## src/rtl/fetch_unit.sv

```systemverilog
`default_nettype none
// +--------------------------------------------------------------------------+
// | Module      : fetch_unit                                                 |
// | Description : Instruction fetch stage: PC, synchronous ROM requests and  |
// |               a QDEPTH-entry prefetch queue with valid/ready output.     |
// |               Define FETCH_BYPASS_EN to forward ROM data straight to the |
// |               outputs when the queue is empty.                           |
// | Revision    : 1.0 - initial release                                      |
// +--------------------------------------------------------------------------+
module fetch_unit #(
    parameter logic [31:0] RESET_PC = 32'h0000_0000,
    parameter int          QDEPTH   = 2
) (
    input  logic        clk,
    input  logic        rst,
    output logic        imem_en,
    output logic [31:0] imem_addr,
    input  logic [31:0] imem_rdata,
    input  logic        redirect_valid,
    input  logic [31:0] redirect_pc,
    output logic        if_valid,
    input  logic        id_ready,
    output logic [31:0] if_instr,
    output logic [31:0] if_pc,
    output logic [31:0] if_pc_plus4
);

    localparam int                 c_PTR_W = (QDEPTH > 1) ? $clog2(QDEPTH) : 1;
    localparam int                 c_CNT_W = $clog2(QDEPTH + 1);
    localparam logic [c_PTR_W-1:0] c_LAST  = c_PTR_W'(QDEPTH - 1);
    localparam logic [c_CNT_W:0]   c_DEPTH = (c_CNT_W + 1)'(QDEPTH);

    logic [31:0]        r_fetch_pc;
    logic [31:0]        r_inflight_pc;
    logic               r_inflight;
    logic [31:0]        r_q_instr [QDEPTH];
    logic [31:0]        r_q_pc    [QDEPTH];
    logic [c_PTR_W-1:0] r_head;
    logic [c_PTR_W-1:0] r_tail;
    logic [c_CNT_W-1:0] r_count;

    logic               w_empty;
    logic               w_bypass;
    logic               w_pop;
    logic               w_q_pop;
    logic               w_push;
    logic               w_issue;
    logic [c_CNT_W:0]   w_credit;
    logic [31:0]        w_redirect_aligned;

    function automatic logic [c_PTR_W-1:0] f_next(input logic [c_PTR_W-1:0] p);
        return (p == c_LAST) ? '0 : p + 1'b1;
    endfunction

    assign w_empty            = (r_count == '0);
    assign w_redirect_aligned = redirect_pc & 32'hFFFF_FFFC;

`ifdef FETCH_BYPASS_EN
    assign w_bypass = w_empty && r_inflight;
`else
    assign w_bypass = 1'b0;
`endif

    assign if_valid    = !rst && !redirect_valid && (!w_empty || w_bypass);
    assign if_instr    = w_bypass ? imem_rdata    : r_q_instr[r_head];
    assign if_pc       = w_bypass ? r_inflight_pc : r_q_pc[r_head];
    assign if_pc_plus4 = if_pc + 32'd4;

    assign w_pop   = if_valid && id_ready;
    assign w_q_pop = w_pop && !w_empty;
    // A bypassed word that is accepted immediately never occupies a slot.
    assign w_push  = r_inflight && !redirect_valid && !(w_bypass && id_ready);

    // Outstanding read counts against capacity so its response always fits.
    assign w_credit  = {1'b0, r_count} + (c_CNT_W + 1)'(r_inflight) - (c_CNT_W + 1)'(w_pop);
    assign w_issue   = !rst && !redirect_valid && (w_credit < c_DEPTH);
    assign imem_en   = w_issue;
    assign imem_addr = r_fetch_pc;

    always_ff @(posedge clk) begin
        if (rst) begin
            r_fetch_pc    <= RESET_PC;
            r_inflight    <= 1'b0;
            r_inflight_pc <= '0;
            r_head        <= '0;
            r_tail        <= '0;
            r_count       <= '0;
            for (int i = 0; i < QDEPTH; i++) begin
                r_q_instr[i] <= '0;
                r_q_pc[i]    <= '0;
            end
        end else if (redirect_valid) begin
            r_fetch_pc <= w_redirect_aligned;
            r_inflight <= 1'b0;
            r_head     <= '0;
            r_tail     <= '0;
            r_count    <= '0;
        end else begin
            r_inflight <= w_issue;
            if (w_issue) begin
                r_fetch_pc    <= r_fetch_pc + 32'd4;
                r_inflight_pc <= r_fetch_pc;
            end
            if (w_push) begin
                r_q_instr[r_tail] <= imem_rdata;
                r_q_pc[r_tail]    <= r_inflight_pc;
                r_tail            <= f_next(r_tail);
            end
            if (w_q_pop) begin
                r_head <= f_next(r_head);
            end
            case ({w_push, w_q_pop})
                2'b10:   r_count <= r_count + 1'b1;
                2'b01:   r_count <= r_count - 1'b1;
                default: r_count <= r_count;
            endcase
        end
    end

endmodule
`default_nettype wire
```

## config.mk

```make
export PLATFORM = sky130hd
export DESIGN_NAME = fetch_unit
export DESIGN_NICKNAME = d
export VERILOG_FILES = /design/src/rtl/fetch_unit.sv
export SDC_FILE = /design/constraint.sdc
export NUM_CORES = 1
export LEC_CHECK = 0
export CORE_UTILIZATION = 46
export CTS_CLUSTER_SIZE = 40
export DETAILED_ROUTE_END_ITERATION = 16
export PLACE_DENSITY = 0.77
export SLEW_MARGIN = 20
export SYNTH_ARGS = -nofsm -noshare
export SYNTH_HDL_FRONTEND = slang
export SYNTH_SLANG_ARGS = --single-unit
```

## constraint.sdc

```tcl
create_clock -name clk -period 5.5 [get_ports clk]
set_input_delay 0.55 -clock clk [delete_from_list [all_inputs] [get_ports clk]]
set_output_delay 0.55 -clock clk [all_outputs]
set_load 0.02 [all_outputs]
```

# [Yosys cells after proc, flatten, opt, wreduce, memory -nomap -nowiden]
# Memory sizes are Yosys's and may differ from the RTL's. A register that Yosys moved wholly into a read port is not among the register bits.
# Cells that the tools add are included.
[classes] add_sub_neg=8 multipliers=0 n_div=0 n_lt_le_gt_ge=1 eq_ne=2 n_shift=0 muxes=21 n_bitwise=1 reduce_logical=16
[ops] operator="32-bit two-way mux" count=4
[ops] operator="32-bit by 3-bit adder with 32-bit output, second input constant" count=2
[ops] operator="32-bit OR reduction" count=2
[ops] operator="1-bit two-way mux" count=16
[ops] operator="1-bit logical AND" count=6
[ops] operator="2-bit case mux with 2 select lines" count=1
[ops] operator="2-bit nonzero test" count=2
[ops] operator="2-bit by 1-bit adder with 3-bit output" count=1
[ops] operator="1-bit zero test" count=3
[ops] operator="3-bit by 2-bit < comparator with 1-bit output, second input constant" count=1
[ops] operator="3-bit by 1-bit subtractor with 3-bit output" count=1
[ops] operator="1-bit adder, second input constant" count=2
[ops] operator="2-bit by 1-bit adder with 2-bit output, second input constant" count=1
[ops] operator="2-bit by 1-bit equality test with 1-bit output, second input constant" count=1
[ops] operator="2-bit equality test, second input constant" count=1
[ops] operator="2-bit zero test" count=1
[ops] operator="2-bit AND reduction" count=1
[ops] operator="2-bit OR reduction" count=1
[ops] operator="2-bit by 1-bit subtractor with 2-bit output, second input constant" count=1
[ops] operator="1-bit inverter" count=1
[word_totals] regBits=69 latch_bits=0 mem_bits_rw=128 rom_bits=0 memories=2
[memory_table] name="r_q_instr" words=2 word_bits=32 rd=1 rd_clocked_by_memory_dff=1 write_ports=2 line="36" text="logic [31:0] r_q_instr [QDEPTH];"
[memory_table] name="r_q_pc" words=2 word_bits=32 rd=1 rd_clocked_by_memory_dff=1 write_ports=2 line="37" text="logic [31:0] r_q_pc [QDEPTH];"

# [Longest topological paths before layout]
# Gate-level depths: netlist of the first run.
[depth] depth_word=9 depth_mapped=15 mapped_depth_nobuf=12

# [Worst setup path after synthesis of the first run]
# OpenSTA, ideal clock, no wires.
[synth_timing] path_type="input port to flip-flop" startpoint="input port redirect_valid" endpoint="memory r_q_instr[0][0] (enable)" arrival_ns=5.086 t_required_ns=4.932 path_slack_ns=-0.154 stages=3 n_path_buf=0 cell_sequence="inv_1 -> nand2_1 -> o21ai_0"
[synth_lines] element="start, declared" line="19" text="input logic redirect_valid,"
[synth_lines] element="end, declared" line="36"

# [Worst setup path after layout of the first run]
[layout_timing] startpoint="input port redirect_valid" endpoint="output port imem_en"
[layout_between] elab_chain_len=7
[layout_lines] element="1-bit zero test *" line="64, 76"
[layout_lines] element="1-bit logical AND *" line="64, 76"
[layout_lines] element="1-bit logical AND" line="64" text="assign if_valid = !rst && !redirect_valid && (!w_empty || w_bypass);"
[layout_lines] element="1-bit logical AND" line="69" text="assign w_pop = if_valid && id_ready;"
[layout_lines] element="3-bit by 1-bit subtractor with 3-bit output" line="75" text="assign w_credit = {1'b0, r_count} + (c_CNT_W + 1)'(r_inflight) - (c_CNT_W + 1)'(w_pop);"
[layout_lines] element="3-bit by 2-bit < comparator with 1-bit output" line="76" text="assign w_issue = !rst && !redirect_valid && (w_credit < c_DEPTH);"
[layout_lines] element="1-bit logical AND *" line="76"
[layout_lines] element="end, declared" line="16" text="output logic imem_en,"
# Every way passes the cells marked *; elsewhere a longest branch is shown, timed or not.

==> Implementation_results.wiki, run 1 <==
{| class="wikitable"
! Metric !! Value
|-
| Run status || finished, final reports clean
|-
| Count of maximum capacitance violations || 0
|-
| Start-to-end type of the worst setup path || primary input to output pin
|-
| Boundary pin count || 198
|-
| Area share of the leading cell type in the synthesized netlist || 40.5%
|-
| Cell Rows || 51
|-
| Antenna violations before repair || 0
|-
| Netlist cell types || 60
|-
| Detailed-placement wirelength estimate || 14,400 um
|-
| Clock skew after layout || 7.27 ps
|-
| Post-synthesis average cell area || 10.8 um^2
|-
| Die Span Y || 143 um
|-
| Top FF cell, synth || sky130_fd_sc_hd__edfxtp_1
|-
| Ratio of cells with drive above 1 in the final layout || 11.1%
|-
| Worst slew pin tran || 1070 ps
|-
| H-tree depth || 4
|-
| Core Region || 19,500 um^2
|-
| IR drop worst, VDD || 211 uV
|-
| Post-route DRC || 0
|-
| Cell with the most instances after synthesis || sky130_fd_sc_hd__and2_1
|-
| Setup repair bufs after CTS || 0
|-
| # resized after CTS || 0
|-
| Total count of max-transition violations in the final report || 0
|-
| End-of-flow core utilization || 60.9%
|-
| Unrepaired setup endpoints after global routing || no
|-
| Global-route wire length before repair || 33,100 um
|-
| CTS Hold Bufs || 0
|-
| Routed WL per cell || 16.2 um
|-
| Number of global-route vias before repair || 6,343
|-
| Type of origin of the critical path || primary input
|-
| Vias per Instance || 5.26
|-
| Worst min-delay path category || register to register
|-
| Maximum number of pins on one net before global-route repair || 68
|-
| LEAKAGE || 4.24 nW
|-
| Gr usage total || 20.8%
|-
| Buffer type at the clock tree root || sky130_fd_sc_hd__clkbuf_16
|-
| Growth of design area from synthesis to finish || 29.2%
|-
| Initial DRC Count || 451
|-
| Fillcell total || 1,637
|-
| Post-synthesis cell area || 9200 um^2
|-
| Final cycle utilization of the critical path || 76.0%
|-
| Cell with the biggest individual delay on the critical path || sky130_fd_sc_hd__clkdlybuf4s50_1
|-
| Setup tns final || 0 ps
|-
| Routability congestion estimate from global placement || 0.826
|-
| Top cells by area, synth || sky130_fd_sc_hd__edfxtp_1, sky130_fd_sc_hd__dfxtp_1, sky130_fd_sc_hd__and2_1
|-
| Crit path setup slack, layout || 1320 ps
|-
| CTS tree || built
|-
| TritonCTS Sinks || 190
|-
| Critical path peak fanout || 25
|-
| DP Worst Slack || 1290 ps
|-
| Final net count || 1,095
|-
| Total setup violations reported at the end of the flow || 0
|-
| Slew headroom || 28.5%
|-
| Critical path buffer and inverter count || 3
|-
| Post-detailed-route count of antenna-violating nets || 0
|-
| Max Fclk || 0.239 GHz
|-
| Die area || 20,600 um^2
|-
| Worst hold path stage count || 2
|-
| Most common library cells after synthesis || sky130_fd_sc_hd__and2_1, sky130_fd_sc_hd__edfxtp_1, sky130_fd_sc_hd__nand2_1
|-
| Count of port buffers added during placement || 189
|-
| CP required || 4950 ps
|-
| Cell depth of the worst setup path || 11
|-
| Number of warnings reported in the yosys synthesis log || 0
|-
| Delay of the slowest cell on the worst path || 700 ps
|-
| Yosys top cell by area || sky130_fd_sc_hd__edfxtp_1
|-
| Power per cell area || 271 nW/um^2
|-
| Minimum clock period after layout || 4180 ps
|-
| TritonCTS buffer count || 17
|-
| Worst-case reg-to-reg path depth || 12
|-
| Number of synthesized flops with an enable pin || 124
|-
| Sequential element share of the synthesized area || 54.8%
|-
| Async set-reset flop share out of synthesis || 0%
|-
| Overflow left after global routing || 0
|-
| Chip Width || 143 um
|-
| Count of antenna diodes in the layout || 0
|-
| Sequential standard cell area || 5050 um^2
|-
| Initial Utilization || 47.1%
|-
| Total area of multi-input combinational cells || 3860 um^2
|-
| Clk pin slew, worst setup/hold paths || 70 ps
|-
| Total length of routed wires || 21,100 um
|-
| Crit path cell chain || clkdlybuf4s50_1, nor2_1, o21a_1, and2_1, ha_1, nand2b_1, fa_1, xnor2_1, nand3_2, inv_2, clkdlybuf4s50_1
|-
| Count of endpoints failing hold in the final timing report || 0
|-
| Bufs on Longest Clock Path || 2
|-
| Data arrival, critical path || 3630 ps
|-
| Mapped Cells || 853
|-
| Most frequent cell on the critical path || sky130_fd_sc_hd__clkdlybuf4s50_1
|-
| Kind of capture point of the worst setup path || output pin
|-
| Number of flip-flops and latches in the synthesized netlist || 190
|-
| Routed via count || 6,835
|-
| DRT Pass-1 Iters || 5
|-
| Skew-Pair Late Insertion Delay || 420 ps
|-
| Top delay family on crit path || buffers and inverters
|}
-- metrics by stage --
stage / hold slack, ps / power [mW] / instance area [um^2] / cells
after detailed placement: 456 / 2.02 / 11300 / 1268
after floorplan: 440 / 1.83 / 9220 / 858
after CTS: 466 / 3.24 / 11900 / 1300
after global placement: 447 / 2.01 / 11300 / 1268
final: 462 / 3.22 / 11900 / 1300
after global routing: 485 / 3.33 / 11900 / 1300
-- state kept, by name, indices dropped and copies added (netlist names), named ones only --
signal and count:
imem_addr 30, r_q_pc 60, r_tail 1, r_count 2
r_q_instr 64, r_head 1, r_inflight_pc 30, r_inflight 1
-- metal layers --
layer | wire, um | GRT usage, % | vias up
li1 | - | - | 3361
met1 | 9700 | 29.2 | 3260
met2 | 9900 | 32.9 | 196
met3 | 1250 | 4.10 | 18
met4 | 244 | 5.60 | 0
met5 | 0 | 0 | -
-- power by group --
group	total (mW)	internal (mW)	switching [mW]
Sequential	1.62	1.58	0.0452
Combinational	0.361	0.171	0.190
Clock	1.24	0.685	0.553
Total	3.22	2.43	0.789
-- cell usage in the layout, fill, tap and decap left out, types with 7 or more instances in the layout --
cell type	netlist	routed
sky130_fd_sc_hd__clkdlybuf4s50_1	0	188
sky130_fd_sc_hd__and2_1	133	133
sky130_fd_sc_hd__edfxtp_1	124	124
sky130_fd_sc_hd__nand2_1	112	112
sky130_fd_sc_hd__dfxtp_1	66	65
sky130_fd_sc_hd__mux2_2	54	54
sky130_fd_sc_hd__a21oi_1	48	48
sky130_fd_sc_hd__nand3_1	30	29
sky130_fd_sc_hd__xnor2_1	23	23
sky130_fd_sc_hd__nor2_1	21	21
sky130_fd_sc_hd__a31oi_1	20	20
sky130_fd_sc_hd__inv_1	17	17
sky130_fd_sc_hd__clkbuf_16	0	17
sky130_fd_sc_hd__nand4_1	16	16
sky130_fd_sc_hd__o21ai_0	16	15
sky130_fd_sc_hd__nor3_1	14	13
sky130_fd_sc_hd__buf_4	7	13
sky130_fd_sc_hd__xor2_1	11	11
sky130_fd_sc_hd__mux2i_1	9	9
sky130_fd_sc_hd__a22oi_1	7	7
-- cells by family (layout without fill, tap and decap cells) --
| group | count (synthesis) | after routing | share of synthesized area, % |
|---|---|---|---|
| AOI/OAI and AO/OA | 113 | 113 | 7.61 |
| buffers and inverters | 75 | 252 | 3.74 |
| DFF | 190 | 190 | 54.8 |
| adders and majority gates | 5 | 5 | 0.761 |
| other | 1 | 6 | 0.0407 |
| and+or+nand+nor | 366 | 366 | 21.5 |
| xor gates and xnor gates | 34 | 34 | 3.24 |
| muxes | 69 | 69 | 8.32 |
-- worst paths after layout --
kind | start | endpoint | slack, ps
hold / removal | r_inflight_pc[10] | r_inflight_pc[10] | 460
setup / recovery | redirect_valid | imem_en | 1320
hold reg to reg | r_inflight_pc[10] | r_inflight_pc[10] | 460
setup reg to reg | r_count[0] | imem_addr[30] | 2160
-- area by class of cell --
cell class / instances / area share, %
sequential: 190 / 42.5
multi-input combinational: 593 / 32.5
timing repair buffer: 202 / 16.7
clock buffer: 17 / 3.58
tap: 265 / 2.79
clock inverter: 15 / 1.45
inverter: 18 / 0.568
-- worst register-to-register path: cells and delay by family, from the launching register on --
family / cells / cell delay [ps]
xor+xnor: 1 / 220
buf+inv: 2 / 740
flops: 1 / 360
fa+ha+maj: 2 / 640
compound gates: 2 / 380
simple gates: 5 / 920
Power figures use the tool's default switching activity.
==> run 2, diff against run 1 <==
- CORE_UTILIZATION: 46 -> 51
- PLACE_DENSITY: 0.77 -> 0.81
- clock period: 5.5 -> 4.3 ns (I/O delays scaled with it)
==> Implementation_results.wiki, run 2 (same netlist as run 1, synthesis figures left out) <==
{| class="wikitable"
! Metric !! Value
|-
| Run status || finished, final reports clean
|-
| Count of port buffers added during placement || 189
|-
| Start-to-end type of the worst setup path || register to output pin
|-
| Slew headroom || 28.1%
|-
| Summed area of non-filler cells in the final layout || 11,800 um^2
|-
| Critical path buffer and inverter count || 3
|-
| DRT Pass-1 Iters || 5
|-
| Total setup violations reported at the end of the flow || 0
|-
| Fillcell total || 1,315
|-
| Growth of design area from synthesis to finish || 28.6%
|-
| Setup tns final || 0 ps
|-
| H-tree depth || 4
|-
| Most frequent cell on the critical path || sky130_fd_sc_hd__inv_1
|-
| Initial DRC Count || 443
|-
| Final net count || 1,097
|-
| Type of origin of the critical path || register
|-
| Max Fclk || 0.254 GHz
|-
| Register containing the most flip-flops in the final layout || r_q_instr
|-
| Crit path cell chain || nand2_1, and2_1, inv_1, ha_1, inv_1, a211oi_1, nand3_1, nor3_1, xor2_1, clkdlybuf4s50_1
|-
| Antenna violations before repair || 0
|-
| Hold WS || 459 ps
|-
| Unrepaired setup endpoints after global routing || no
|-
| Chip Width || 136 um
|-
| Net switching fraction of the power || 23.7%
|-
| Initial Utilization || 52.7%
|-
| Internal power of the cells || 3.09 mW
|-
| End-of-flow core utilization || 67.7%
|-
| Routability congestion estimate from global placement || 0.821
|-
| Post-route DRC || 0
|-
| LEAKAGE || 4.23 nW
|-
| Post-place instance area || 11,200 um^2
|-
| Die Span Y || 136 um
|-
| Boundary pin count || 198
|-
| CP required || 3870 ps
|-
| Power per cell area || 342 nW/um^2
|-
| Ratio of cells with drive above 1 in the final layout || 11.1%
|-
| TritonCTS Sinks || 190
|-
| Combinational cell fraction of total power || 11.4%
|-
| Gr usage total || 22.7%
|-
| Number of global-route vias before repair || 6,357
|-
| Routed via count || 6,833
|-
| Routed WL per cell || 16.6 um
|-
| Count of endpoints failing hold in the final timing report || 0
|-
| Data arrival, critical path || 3510 ps
|-
| Buffer type at the clock tree root || sky130_fd_sc_hd__clkbuf_16
|-
| Total length of routed wires || 20,900 um
|-
| Delay of the slowest cell on the worst path || 630 ps
|-
| Post-detailed-route count of antenna-violating nets || 0
|-
| Detailed-placement wirelength estimate || 14,200 um
|-
| Vias per Instance || 5.42
|-
| Minimum clock period after layout || 3940 ps
|-
| Maximum number of pins on one net before global-route repair || 68
|-
| Kind of capture point of the worst setup path || output pin
|-
| Global-route wire length before repair || 32,100 um
|-
| Critical path peak fanout || 30
|-
| Top delay family on crit path || simple AND/OR/NAND/NOR gates
|-
| Clk pin slew, worst setup/hold paths || 60 ps
|-
| Number of flip-flops under the largest register name || 64
|-
| Share of power burned in registers || 51.3%
|-
| Cell with the biggest individual delay on the critical path || sky130_fd_sc_hd__clkdlybuf4s50_1
|-
| CTS tree || built
|-
| Total count of max-transition violations in the final report || 0
|-
| Crit path setup slack, layout || 363 ps
|-
| Die area || 18,600 um^2
|-
| Top library cells by usage in the layout, fill and taps aside || sky130_fd_sc_hd__clkdlybuf4s50_1, sky130_fd_sc_hd__and2_1, sky130_fd_sc_hd__edfxtp_1
|-
| TritonCTS buffer count || 17
|-
| Worst slew pin tran || 1080 ps
|-
| Overflow left after global routing || 0
|-
| Count of antenna diodes in the layout || 0
|-
| IR drop worst, VDD || 242 uV
|-
| Cell Rows || 48
|-
| CTS Hold Bufs || 0
|-
| Commonest non-fill, non-tap cell in the layout || sky130_fd_sc_hd__clkdlybuf4s50_1
|-
| NetSw || 0.959 mW
|-
| Clock skew after layout || 6.22 ps
|-
| Largest registers in the final layout || r_q_instr: 64 flops, r_q_pc: 60 flops
|-
| Worst min-delay path category || register to register
|-
| Final cycle utilization of the critical path || 91.6%
|-
| DP Worst Slack || 551 ps
|-
| Skew-Pair Late Insertion Delay || 430 ps
|-
| Bufs on Longest Clock Path || 2
|-
| Core Region || 17,500 um^2
|-
| Clock group share of total power || 37.3%
|-
| Count of maximum capacitance violations || 0
|}
==> run 2: cell count changes in the layout (fill, tap and decap cells not counted), sizes merged <==
cell | previous run | this run
buf | 14 | 16
clkinvlp | 3 | 4
inv | 26 | 19
clkinv | 2 | 7
==> run 2: path summary, 6_finish.rpt <==
check / from / end / slack [ps] / depth (start not counted)
max: register / if_pc_plus4[26] / 360 / 10
min: r_inflight_pc[11] / r_inflight_pc[11] / 460 / 2
max reg2reg: r_count[1] / imem_addr[30] / 1210 / 12
min reg2reg: r_inflight_pc[11] / r_inflight_pc[11] / 460 / 2
==> run 2: cell type report <==
| class | instances | area (um^2) | share of cell area (%) |
|---|---|---|---|
| tap | 225 | 282 | 2.38 |
| multi-input combinational | 593 | 3860 | 32.6 |
| clock buffer | 17 | 425 | 3.59 |
| inverter | 18 | 67.6 | 0.571 |
| sequential | 190 | 5050 | 42.6 |
| timing repair buffer | 204 | 2010 | 17.0 |
| clock inverter | 14 | 145 | 1.23 |
==> run 2: power groups by stage <==
stage	logic, mW	registers [mW]	clock network, mW
after CTS	0.465	2.08	1.52
after detailed placement	0.462	2.12	0
final	0.462	2.08	1.51
after floorplan	0.222	2.12	0
after global routing	0.494	2.08	1.60
after global placement	0.457	2.11	0
==> run 2: metrics by stage <==
step           power (mW)  instances
6_report             4.05       1261
5_1_grt              4.18       1261
4_1_cts              4.06       1260
3_5_place_dp         2.58       1229
3_3_place_gp         2.57       1229
2_1_floorplan        2.34        858
==> run 2: worst register-to-register path, stage by stage (launching register included) <==
cell                       delay (ps)
sky130_fd_sc_hd__dfxtp_1          380
sky130_fd_sc_hd__o21a_1           210
sky130_fd_sc_hd__and2_1           160
sky130_fd_sc_hd__ha_1             250
sky130_fd_sc_hd__nand2b_1         160
sky130_fd_sc_hd__fa_1             380
sky130_fd_sc_hd__xnor2_1          250
sky130_fd_sc_hd__nand3_2          120
sky130_fd_sc_hd__inv_2             90
sky130_fd_sc_hd__buf_4            330
sky130_fd_sc_hd__nand3_1          170
sky130_fd_sc_hd__or3_1            370
sky130_fd_sc_hd__a31oi_1          160
==> run 2: what timing repair did <==
item | 4_1_cts | 5_1_grt
hold endpoints to repair | 0 | 0
setup buffers | 0 | 1
gates resized for setup | 0 | 0
setup endpoints to repair | 0 | 7
==> run 2: per-layer routing <==
metal | track usage (%) | part of all wire, %
met5 | 0 | 0
met4 | 8.15 | 2.0
met3 | 4.77 | 5.8
met2 | 36.9 | 48
met1 | 29.9 | 44
==> run 3, diff against run 2 <==
- CORE_UTILIZATION: 51 -> 50
- PLACE_DENSITY: 0.81 -> 0.8
==> Implementation_results.wiki, run 3 (same netlist as run 1, synthesis figures left out) <==
{| class="wikitable"
! Metric !! Value
|-
| Run status || finished, final reports clean
|-
| Count of port buffers added during placement || 189
|-
| Skew-Pair Late Insertion Delay || 420 ps
|-
| Hold worst-path end || r_inflight_pc[3]
|-
| Total length of routed wires || 20,800 um
|-
| Slew headroom || 33.0%
|-
| Number of global-route vias before repair || 6,359
|-
| Type of origin of the critical path || register
|-
| Worst min-delay path category || register to register
|-
| Gr usage total || 22.3%
|-
| Fillcell total || 1,367
|-
| Routed length on met3 || 1350 um
|-
| CTS tree || built
|-
| Final cycle utilization of the critical path || 91.4%
|-
| Setup repair bufs after CTS || 0
|-
| Post-route DRC || 0
|-
| TritonCTS buffer count || 17
|-
| Maximum number of pins on one net before global-route repair || 68
|-
| Top library cells by usage in the layout, fill and taps aside || sky130_fd_sc_hd__clkdlybuf4s50_1, sky130_fd_sc_hd__and2_1, sky130_fd_sc_hd__edfxtp_1
|-
| H-tree depth || 4
|-
| CP required || 3870 ps
|-
| Sequential standard cell area || 5050 um^2
|-
| LEAKAGE || 4.25 nW
|-
| Data arrival, critical path || 3500 ps
|-
| Setup tns final || 0 ps
|-
| Final net count || 1,094
|-
| Hold WS || 460 ps
|-
| Routed via count || 6,785
|-
| Die Span Y || 138 um
|-
| Clk pin slew, worst setup/hold paths || 70 ps
|-
| Core Region || 18,000 um^2
|-
| TritonCTS Sinks || 190
|-
| Detailed-placement wirelength estimate || 13,800 um
|-
| Initial DRC Count || 545
|-
| Worst flop-to-flop path startpoint || r_count[1]
|-
| Power per cell area || 351 nW/um^2
|-
| Total count of max-transition violations in the final report || 0
|-
| DRT Pass-1 Iters || 5
|-
| Total setup violations reported at the end of the flow || 0
|-
| Start-to-end type of the worst setup path || register to output pin
|-
| Initial Utilization || 51.1%
|-
| Highest metal layer with signal wires || met4
|-
| Die area || 19,000 um^2
|-
| Largest registers in the final layout || r_q_instr: 64 flops, r_q_pc: 60 flops
|-
| Cell Rows || 49
|-
| Chip Width || 138 um
|-
| Bufs on Longest Clock Path || 2
|-
| Register containing the most flip-flops in the final layout || r_q_instr
|-
| Antenna violations before repair || 0
|-
| Count of endpoints failing hold in the final timing report || 0
|-
| Worst-case reg-to-reg path depth || 12
|-
| Overflow left after global routing || 0
|-
| Routed metal-1 wirelength || 9460 um
|-
| Commonest non-fill, non-tap cell in the layout || sky130_fd_sc_hd__clkdlybuf4s50_1
|-
| Worst slew pin tran || 1000 ps
|-
| R2r setup slk || 1150 ps
|-
| Number of flip-flops under the largest register name || 64
|-
| Growth of design area from synthesis to finish || 28.9%
|-
| Metal2 WL || 9720 um
|-
| Count of maximum capacitance violations || 0
|-
| Reg2reg end || imem_addr[30]
|-
| Post-detailed-route count of antenna-violating nets || 0
|-
| Global-route wire length before repair || 32,700 um
|-
| Minimum clock period after layout || 3930 ps
|-
| Unrepaired setup endpoints after global routing || no
|-
| Critical path peak fanout || 34
|-
| Kind of capture point of the worst setup path || output pin
|-
| Clock skew after layout || 9.46 ps
|-
| Buffer type at the clock tree root || sky130_fd_sc_hd__clkbuf_16
|-
| Ratio of cells with drive above 1 in the final layout || 10.9%
|-
| Total area of multi-input combinational cells || 3860 um^2
|-
| Vias per Instance || 5.37
|-
| IR drop worst, VDD || 280 uV
|-
| Routed WL per cell || 16.4 um
|-
| Boundary pin count || 198
|-
| Critical hold path startpoint || r_inflight_pc[3]
|-
| # resized after CTS || 0
|-
| Routability congestion estimate from global placement || 0.809
|-
| Max Fclk || 0.254 GHz
|-
| Worst hold path stage count || 2
|-
| Count of antenna diodes in the layout || 0
|-
| CTS Hold Bufs || 0
|}
-- run 3: cell types whose count changed in the layout (fill, tap and decap cells not counted) --
cell	previous run	this run
sky130_fd_sc_hd__buf_12	1	0
sky130_fd_sc_hd__buf_4	14	12
sky130_fd_sc_hd__bufinv_16	2	1
sky130_fd_sc_hd__clkbuf_16	17	20
sky130_fd_sc_hd__clkbuf_8	0	1
sky130_fd_sc_hd__clkinv_2	2	0
sky130_fd_sc_hd__clkinv_4	4	3
sky130_fd_sc_hd__clkinvlp_2	1	0
sky130_fd_sc_hd__clkinvlp_4	3	1
sky130_fd_sc_hd__inv_6	1	4
sky130_fd_sc_hd__inv_8	0	1
-- run 3: worst max-delay path by stage --
stage | slack, ps | to | depth (start not counted) | startpoint
floorplan | 440 | r_q_instr[0][0] | 3 | redirect_valid
global placement | 670 | imem_addr[30] | 14 | redirect_valid
detailed placement | 580 | imem_addr[30] | 14 | redirect_valid
CTS | 330 | if_pc_plus4[26] | 7 | register
global route | 110 | if_pc_plus4[26] | 10 | register
finish | 370 | if_pc_plus4[26] | 7 | register
-- run 3: metrics by stage --
| step | setup slack (ps) | power, mW | cell area (um^2) | utilization (%) | instances |
|---|---|---|---|---|---|
| after global placement | 668 | 2.57 | 11200 | 62.3 | 1231 |
| after global routing | 108 | 4.29 | 11900 | 65.8 | 1263 |
| after CTS | 330 | 4.19 | 11900 | 65.8 | 1263 |
| after floorplan | 442 | 2.34 | 9220 | - | 858 |
| final | 368 | 4.17 | 11900 | 65.8 | 1263 |
| after detailed placement | 578 | 2.57 | 11200 | 62.3 | 1231 |
-- run 3: layout make-up --
type	count	area share (%)
flip-flops and latches	190	42.5
inverters	18	0.569
clock buffers	21	4.33
well taps	229	2.41
clock inverters	11	0.960
multi-input cells	593	32.5
repair buffers	201	16.7
-- run 3: layer usage --
metal | up-vias | global-route usage, %
li1 | 3343 | -
met1 | 3162 | 30.4
met2 | 261 | 36.3
met3 | 19 | 4.75
met4 | 0 | 5.19
met5 | - | 0
-- run 3: critical path: stages (launching register included) --
cell and delay [ps]:
sky130_fd_sc_hd__dfxtp_4 540, sky130_fd_sc_hd__buf_4 390, sky130_fd_sc_hd__mux2i_1 220, sky130_fd_sc_hd__a211oi_1 550
sky130_fd_sc_hd__nand3_1 290, sky130_fd_sc_hd__nor3_1 290, sky130_fd_sc_hd__xor2_1 170, sky130_fd_sc_hd__clkdlybuf4s50_1 620
-- run 3: where the power goes --
| group | leakage (nW) | switching (mW) | internal, mW |
|---|---|---|---|
| combinational | 2.12 | 0.243 | 0.218 |
| sequential | 1.83 | 0.0574 | 2.02 |
| clock | 0.306 | 0.698 | 0.933 |
| total | 4.25 | 0.998 | 3.17 |
